`src/rtl/axi_defines.sv`:
```
// axi_defines: AXI4-lite bus widths and response codes shared by fabric initiators and slaves.
package axi_defines;
  localparam int AXI_ADDR_WIDTH = 32;
  localparam int AXI_DATA_WIDTH = 32;
  localparam int AXI_STRB_WIDTH = AXI_DATA_WIDTH / 8;
  localparam logic [1:0] AXI_RESP_OKAY   = 2'b00;
  localparam logic [1:0] AXI_RESP_EXOKAY = 2'b01;
  localparam logic [1:0] AXI_RESP_SLVERR = 2'b10;
  localparam logic [1:0] AXI_RESP_DECERR = 2'b11;
  function automatic logic resp_is_err(input logic [1:0] resp);
    return resp == AXI_RESP_SLVERR || resp == AXI_RESP_DECERR;
  endfunction
endpackage

```
`src/rtl/axi_lite_master.sv`:
```
// axi_lite_master: single-outstanding AXI4-lite initiator bridging the core load/store request port.
module axi_lite_master
  import axi_defines::*;
#(
  parameter int ADDR_W = AXI_ADDR_WIDTH,
  parameter int DATA_W = AXI_DATA_WIDTH,
  parameter int STRB_W = DATA_W / 8
) (
  input  logic              ACLK,
  input  logic              ARESETn,
  input  logic              req_valid,
  output logic              req_ready,
  input  logic              req_write,
  input  logic [ADDR_W-1:0] req_addr,
  input  logic [DATA_W-1:0] req_wdata,
  input  logic [STRB_W-1:0] req_strb,
  output logic              resp_valid,
  output logic [DATA_W-1:0] resp_rdata,
  output logic              resp_err,
  output logic              AWVALID,
  input  logic              AWREADY,
  output logic [ADDR_W-1:0] AWADDR,
  output logic [2:0]        AWPROT,
  output logic              WVALID,
  input  logic              WREADY,
  output logic [DATA_W-1:0] WDATA,
  output logic [STRB_W-1:0] WSTRB,
  input  logic              BVALID,
  output logic              BREADY,
  input  logic [1:0]        BRESP,
  output logic              ARVALID,
  input  logic              ARREADY,
  output logic [ADDR_W-1:0] ARADDR,
  output logic [2:0]        ARPROT,
  input  logic              RVALID,
  output logic              RREADY,
  input  logic [DATA_W-1:0] RDATA,
  input  logic [1:0]        RRESP
);
  typedef enum logic [2:0] {IDLE, WR_REQ, WR_RESP, RD_REQ, RD_RESP} state_t;
  state_t state, state_nx;
  logic aw_nx, w_nx, b_nx, ar_nx, r_nx, rv_nx, err_nx;
  logic [ADDR_W-1:0] awaddr_nx, araddr_nx;
  logic [DATA_W-1:0] wdata_nx, rdata_nx;
  logic [STRB_W-1:0] wstrb_nx;
  assign req_ready = state == IDLE;
  assign AWPROT = 3'b000;
  assign ARPROT = 3'b000;
  always_comb begin
    state_nx = state;
    aw_nx = AWVALID;
    w_nx = WVALID;
    b_nx = BREADY;
    ar_nx = ARVALID;
    r_nx = RREADY;
    awaddr_nx = AWADDR;
    araddr_nx = ARADDR;
    wdata_nx = WDATA;
    wstrb_nx = WSTRB;
    rv_nx = 1'b0;
    rdata_nx = resp_rdata;
    err_nx = resp_err;
    case (state)
      IDLE: if (req_valid) begin
        wdata_nx = req_wdata;
        wstrb_nx = req_strb;
        if (req_write) begin
          awaddr_nx = req_addr;
          aw_nx = 1'b1;
          w_nx = 1'b1;
          state_nx = WR_REQ;
        end else begin
          araddr_nx = req_addr;
          ar_nx = 1'b1;
          state_nx = RD_REQ;
        end
      end
      // AW and W retire independently; leave once neither is still pending
      WR_REQ: begin
        aw_nx = AWVALID && !AWREADY;
        w_nx = WVALID && !WREADY;
        if (!aw_nx && !w_nx) begin
          b_nx = 1'b1;
          state_nx = WR_RESP;
        end
      end
      WR_RESP: if (BVALID) begin
        b_nx = 1'b0;
        rv_nx = 1'b1;
        err_nx = resp_is_err(BRESP);
        state_nx = IDLE;
      end
      RD_REQ: if (ARREADY) begin
        ar_nx = 1'b0;
        r_nx = 1'b1;
        state_nx = RD_RESP;
      end
      RD_RESP: if (RVALID) begin
        rdata_nx = RDATA;
        err_nx = resp_is_err(RRESP);
        rv_nx = 1'b1;
        r_nx = 1'b0;
        state_nx = IDLE;
      end
      default: state_nx = IDLE;
    endcase
  end
  always_ff @(posedge ACLK or negedge ARESETn) begin
    if (!ARESETn) begin
      state <= IDLE;
      AWVALID <= 1'b0;
      WVALID <= 1'b0;
      BREADY <= 1'b0;
      ARVALID <= 1'b0;
      RREADY <= 1'b0;
      AWADDR <= '0;
      ARADDR <= '0;
      WDATA <= '0;
      WSTRB <= '0;
      resp_valid <= 1'b0;
      resp_rdata <= '0;
      resp_err <= 1'b0;
    end else begin
      state <= state_nx;
      AWVALID <= aw_nx;
      WVALID <= w_nx;
      BREADY <= b_nx;
      ARVALID <= ar_nx;
      RREADY <= r_nx;
      AWADDR <= awaddr_nx;
      ARADDR <= araddr_nx;
      WDATA <= wdata_nx;
      WSTRB <= wstrb_nx;
      resp_valid <= rv_nx;
      resp_rdata <= rdata_nx;
      resp_err <= err_nx;
    end
  end
endmodule

```
`config.mk`:
```
export PLATFORM = sky130hd
export DESIGN_NAME = axi_lite_master
export DESIGN_NICKNAME = d
export VERILOG_FILES = /design/src/rtl/axi_defines.sv /design/src/rtl/axi_lite_master.sv
export SDC_FILE = /design/constraint.sdc
export NUM_CORES = 1
export LEC_CHECK = 0
export BUFFER_PORTS_ARGS = -buffer_cell sky130_fd_sc_hd__buf_2
export CORE_ASPECT_RATIO = 1.25
export CORE_MARGIN = 4
export CORE_UTILIZATION = 40
export CTS_CLUSTER_DIAMETER = 50
export DETAILED_ROUTE_END_ITERATION = 16
export GPL_ROUTABILITY_DRIVEN = 0
export PLACE_DENSITY = 0.71
export SLEW_MARGIN = 40
export SYNTH_ARGS = -nofsm -noshare
export SYNTH_HDL_FRONTEND = slang
export SYNTH_SLANG_ARGS = --single-unit
export TNS_END_PERCENT = 20
```
`constraint.sdc`:
```
create_clock -name ACLK -period 5.12 [get_ports ACLK]
set_input_delay 0.512 -clock ACLK [delete_from_list [all_inputs] [get_ports ACLK]]
set_output_delay 0.512 -clock ACLK [all_outputs]
set_load 0.005 [all_outputs]
```
# After elaboration in Yosys (flattened, before gate mapping)
# Index checks and enable logic that the tools add are counted.
[word_totals] register_bits=142 in_bits=113 output_inout_bits=146 wordCells=81
[classes] n_eq_ne=15 n_mux=27 n_bitwise=1 reduce_logical=25
[op_table] op="3-bit AND reduction" n=6
[op_table] op="3-bit 2-to-1 mux" n=5
[op_table] op="3-bit case mux with 5 select lines" n=1
[op_table] op="1-bit case mux with 2 select lines" n=7
[op_table] op="1-bit 2-to-1 mux" n=13
[op_table] op="2-bit != test (second input constant)" n=6
[op_table] op="2-bit nonzero test" n=5
[op_table] op="2-bit == test (second input constant)" n=4
[op_table] op="3-bit by 2-bit == test with 1-bit output (second input constant)" n=2
[op_table] op="5-bit AND reduction" n=1
[op_table] op="1-bit logical NOT" n=4
[op_table] op="2-bit AND reduction" n=2
[op_table] op="4-bit AND reduction" n=1
[op_table] op="3-bit by 1-bit == test with 1-bit output (second input constant)" n=1
[op_table] op="3-bit == test (second input constant)" n=1
[op_table] op="1-bit logical AND" n=3
[op_table] op="3-bit logical NOT" n=1
[op_table] op="1-bit logical OR" n=2
[op_table] op="2-bit 2-to-1 mux" n=1
[op_table] op="2-bit by 1-bit != test with 1-bit output (second input constant)" n=1
[op_table] op="1-bit inverter" n=1

# Depth between registers and ports, before layout
[logic_depth] ltp_word=6 mapped_depth=5 ltp_nobuf=3

# Least setup slack after synthesis
# Ideal clock, no wire load.
[synth_timing] path_type="input-to-reg" from="input req_valid" to="register ARADDR[10]" setup_ps=125 arrival_ps=1516 t_required_ps=4995 setup_slack_ps=3479 stages=5 path_buffers=2 path_cell_list="nor4b_2 nor2b_1 buf_2 buf_6 mux2_2"
[synth_between] elab_chain_cells=1
[synth_lines] item="from (decl)" line_no="axi_lite_master.sv:11" source="input logic req_valid,"
[synth_lines] item="3-bit AND reduction (no line)"
[synth_lines] item="to (signal assigned)" line_no="axi_lite_master.sv:131" source="ARADDR <= araddr_nx;"
[synth_lines] item="to (decl)" line_no="axi_lite_master.sv:33" source="output logic [ADDR_W-1:0] ARADDR,"
# No other way between the ends.
# A chain may end at the register's enable or synchronous reset.

# Worst setup path in the final report
[layout_timing] from="register state[1]" to="register AWADDR[24]"
[layout_between] elab_chain_cells=2
[layout_lines] item="from (decl)" line_no="axi_lite_master.sv:41" source="state_t state, state_nx;"
[layout_lines] item="from (signal assigned)" line_no="axi_lite_master.sv:124" source="state <= state_nx;"
[layout_lines] item="3-bit logical NOT" line_no="axi_lite_master.sv:63" source="case (state)"
[layout_lines] item="3-bit AND reduction (no line)"
[layout_lines] item="to (signal assigned)" line_no="axi_lite_master.sv:130" source="AWADDR <= awaddr_nx;"
[layout_lines] item="to (decl)" line_no="axi_lite_master.sv:22" source="output logic [ADDR_W-1:0] AWADDR,"
# No other way between the ends.

==> results.py <==
metrics = {
    "cells_and_area": {
        "design.final.nets": 709,
        "final_cells": 780,
        "final_layout_size_suffix_gt1_share_pct": 69.4,
        "syn_to_final_growth_pct": 37.0,
        "commonest_non_fill_non_tap_cell_in_the_layout": "buf_2",
        "post-route-util_pct": 56.2,
        "layout.cells.most_common_list": "249 x buf_2, 142 x dfrtp_1, 133 x mux2_2",
    },
    "critical_path": {
        "setup.reg_to_reg.worst_slack_ns": 2.84,
        "worst-endpoint-arrival_ns": 2.57,
        "timing.critical_path.to_type": "flip-flop",
        "worst-r2r-cell-count": 5,
        "worstSetupStartpointType": "flip-flop",
        "worstPathMaxFanout": 38,
        "worstReg2RegStart": "state[1]$_DFFE_PN0P_",
        "crit_path_end": "AWADDR[24]$_DFFE_PN0P_",
        "critical_path_class": "flip-flop to flip-flop",
        "timing.critical_path.required_ns": 5.41,
        "worst_setup_path_startpoint": "state[1]$_DFFE_PN0P_",
        "critical_path.reg2reg.endpoint": "AWADDR[24]$_DFFE_PN0P_",
    },
    "timing": {
        "hold_viol_final": 0,
        "finalSetupTns_ns": 0,
        "worst_max_slew_pin_slew_ns": 0.724,
        "finalCritPeriodShare_pct": 44.5,
        "finalSetupViolCount": 0,
        "max-slew-margin-rel_pct": 51.8,
        "finalCriticalPeriod_ns": 2.28,
        "rsz_0062_raised_after_global_routing": "false",
        "fmax_mhz": 439,
        "final-max-slew-violation-count": 0,
        "clock_skew_ns": 0.00595,
    },
    "synthesis": {
        "syn-cell-area_sq_um": 5470,
        "post-synth-top-area-cell": "dfrtp_1",
        "muxShareOfSynthArea_pct": 27.8,
        "portion_of_synthesized_cell_area_occupied_by_the_leading_cell_type_pct": 64.9,
        "synth-adder-area-share_pct": 0,
        "post_synth_main_area_contributors": "dfrtp_1 65%, mux2_2 27%, buf_4 1.6%",
        "synth-warning-count": 0,
        "synth_area_in_compound_gates_pct": 1.78,
        "dominant_combinational_cell_family_by_area_after_synthesis": "multiplexers",
        "avgSynthCellArea_sq_um": 16.1,
        "synthXorXnorAreaFrac_pct": 0,
        "synth-seq-area-share_pct": 64.9,
        "yosysUniqueCellTypes": 27,
        "synth_simple_gate_area_share_pct": 2.22,
        "synthesized_instance_count": 340,
        "synth-seq-cells": 142,
    },
    "detailed_routing": {
        "routed_length_per_placed_instance_um": 16.2,
        "detail_route.iter0.violations": 117,
        "antenna_violating_nets_post_route": 0,
        "wirelength_um": 12600,
        "post_dr_vias_cell": 4.72,
        "via_count": 3685,
        "drt_pre_antenna_iters": 4,
        "drt_drc_violations_left": 0,
    },
    "clock_network": {
        "clock_sinks": 142,
        "clock_tree_from_tritoncts": "built",
        "cts_root_buf": "clkbuf_16",
        "cts-buffers-inserted": 17,
        "insertion_delay_ns": 0.40,
        "cts_setup_buffers": 0,
        "cts-htree-levels": 4,
        "ctsHoldBuffers": 0,
        "postCtsResizedCells": 0,
        "path_clk_slew_ns": 0.06,
        "clk_path_buf_depth": 2,
    },
    "die": {
        "core-area_sq_um": 13300,
        "die_x_um": 113,
        "fp.dieArea_sq_um": 15600,
        "fp-row-count": 47,
        "ioPinCount": 259,
        "floorplan.initialDensity_pct": 41.0,
        "die_y_um": 139,
    },
    "global_route": {
        "groute.usage.overall_pct": 16.4,
        "first_pass_grt_wire_length_um": 20500,
        "grt_pass1_vias": 4056,
        "leftover_overflow_at_the_end_of_global_routing": 0,
        "antenna_found_initial": 2,
        "maximum_number_of_pins_on_one_net_before_global_route_repair": 82,
    },
    "place": {
        "dp_hpwl_um": 9500,
        "count_of_port_buffers_added_during_placement": 250,
        "dp.cells": 748,
    },
    "flow_run": {
        "drv.max_cap_violation_count": 0,
    },
    "power_and_ir_drop": {
        "cellPowerDensity_nw_per_um2": 627,
        "power.static_leakage_nw": 3.72,
        "vdd.ir_drop.worst_v": 0.000332,
        "power.total_mw": 4.70,
    },
    "outcome": {
        "run_status": "completed",
    },
    "hold_path": {
        "timing.hold.worst.class": "primary input to asynchronous set/reset pin",
    },
}
==> critical path, stage by stage, from the launching register on <==
cell	delay [ns]
dfrtp_1	0.55
nor4b_4	0.35
buf_4	0.44
nand2_1	0.17
buf_4	0.30
mux2_2	0.33
==> sequential cells by signal, summed over array words and instances, names as in the netlist <==
name,flops
WVALID,1
BREADY,1
ARADDR,32
AWADDR,32
WSTRB,4
RREADY,1
resp_rdata,32
state,3
WDATA,32
resp_valid,1
resp_err,1
ARVALID,1
AWVALID,1
==> worst min path at each step <==
stage	startpoint	to	cells after the start
after global placement	resp_rdata[28]$_DFFE_PN0P_	resp_rdata[28]$_DFFE_PN0P_	1
after detailed placement	resp_rdata[28]$_DFFE_PN0P_	resp_rdata[28]$_DFFE_PN0P_	1
after CTS	ARESETn	resp_rdata[26]$_DFFE_PN0P_	1
final	ARESETn	resp_rdata[26]$_DFFE_PN0P_	1
after floorplan	ARESETn	ARADDR[0]$_DFFE_PN0P_	0
after global routing	ARESETn	resp_rdata[17]$_DFFE_PN0P_	1
==> metrics by stage <==
step                hold slack [ns]  worst slack [ns]  instance area [sq um]
floorplan                     0.216              3.48                   5490
global placement              0.465              2.80                   6850
detailed placement            0.483              2.77                   6870
CTS                           0.153              2.75                   7490
global route                  0.188              2.63                   7500
finish                        0.125              2.84                   7500
==> report_power, final <==
group / switching (mW) / total [mW] / internal (mW) / leakage, nW
Clock: 0.444 / 1.28 / 0.835 / 0.294
Combinational: 0.593 / 1.48 / 0.887 / 1.71
Sequential: 0.281 / 1.94 / 1.66 / 1.71
==> cell families (layout without fill, tap and decap cells) <==
kind of cell,Yosys count,after routing
compound gates,15,15
buf+inv,27,290
flops,142,142
mux,135,135
other cells,1,7
simple gates,20,20
==> synth_stat cells (all sizes together) <==
cell type,n
o2bb2ai,1
nor3,2
nand2b,4
inv,4
clkbuf,1
a21oi,2
nor2,2
a31oi,2
nor3b,1
o32ai,1
nor2b,2
nand3b,2
nand3,1
o21ai,5
conb,1
mux2,135
o31ai,2
a31o,1
buf,22
nor4b,1
o22a,1
dfrtp,142
nand2,5
==> routing by layer <==
metal	vias up	share of wire (%)	global-route usage [%]
met4	2	3.7	8.48
met2	164	51	27.6
met3	32	9.0	6.55
li1	1707	-	-
met1	1780	36	17.7
met5	-	0.095	0
==> layout make-up <==
type | count | area, sq um
timing repair buffer | 255 | 1310
multi-input combinational | 176 | 1780
tap | 171 | 214
fill | 1134 | 5850
inverter | 4 | 15.0
clock inverter | 11 | 165
antenna | 1 | 2.50
sequential | 142 | 3550
clock buffer | 20 | 457
Power figures use the tool's default switching activity.
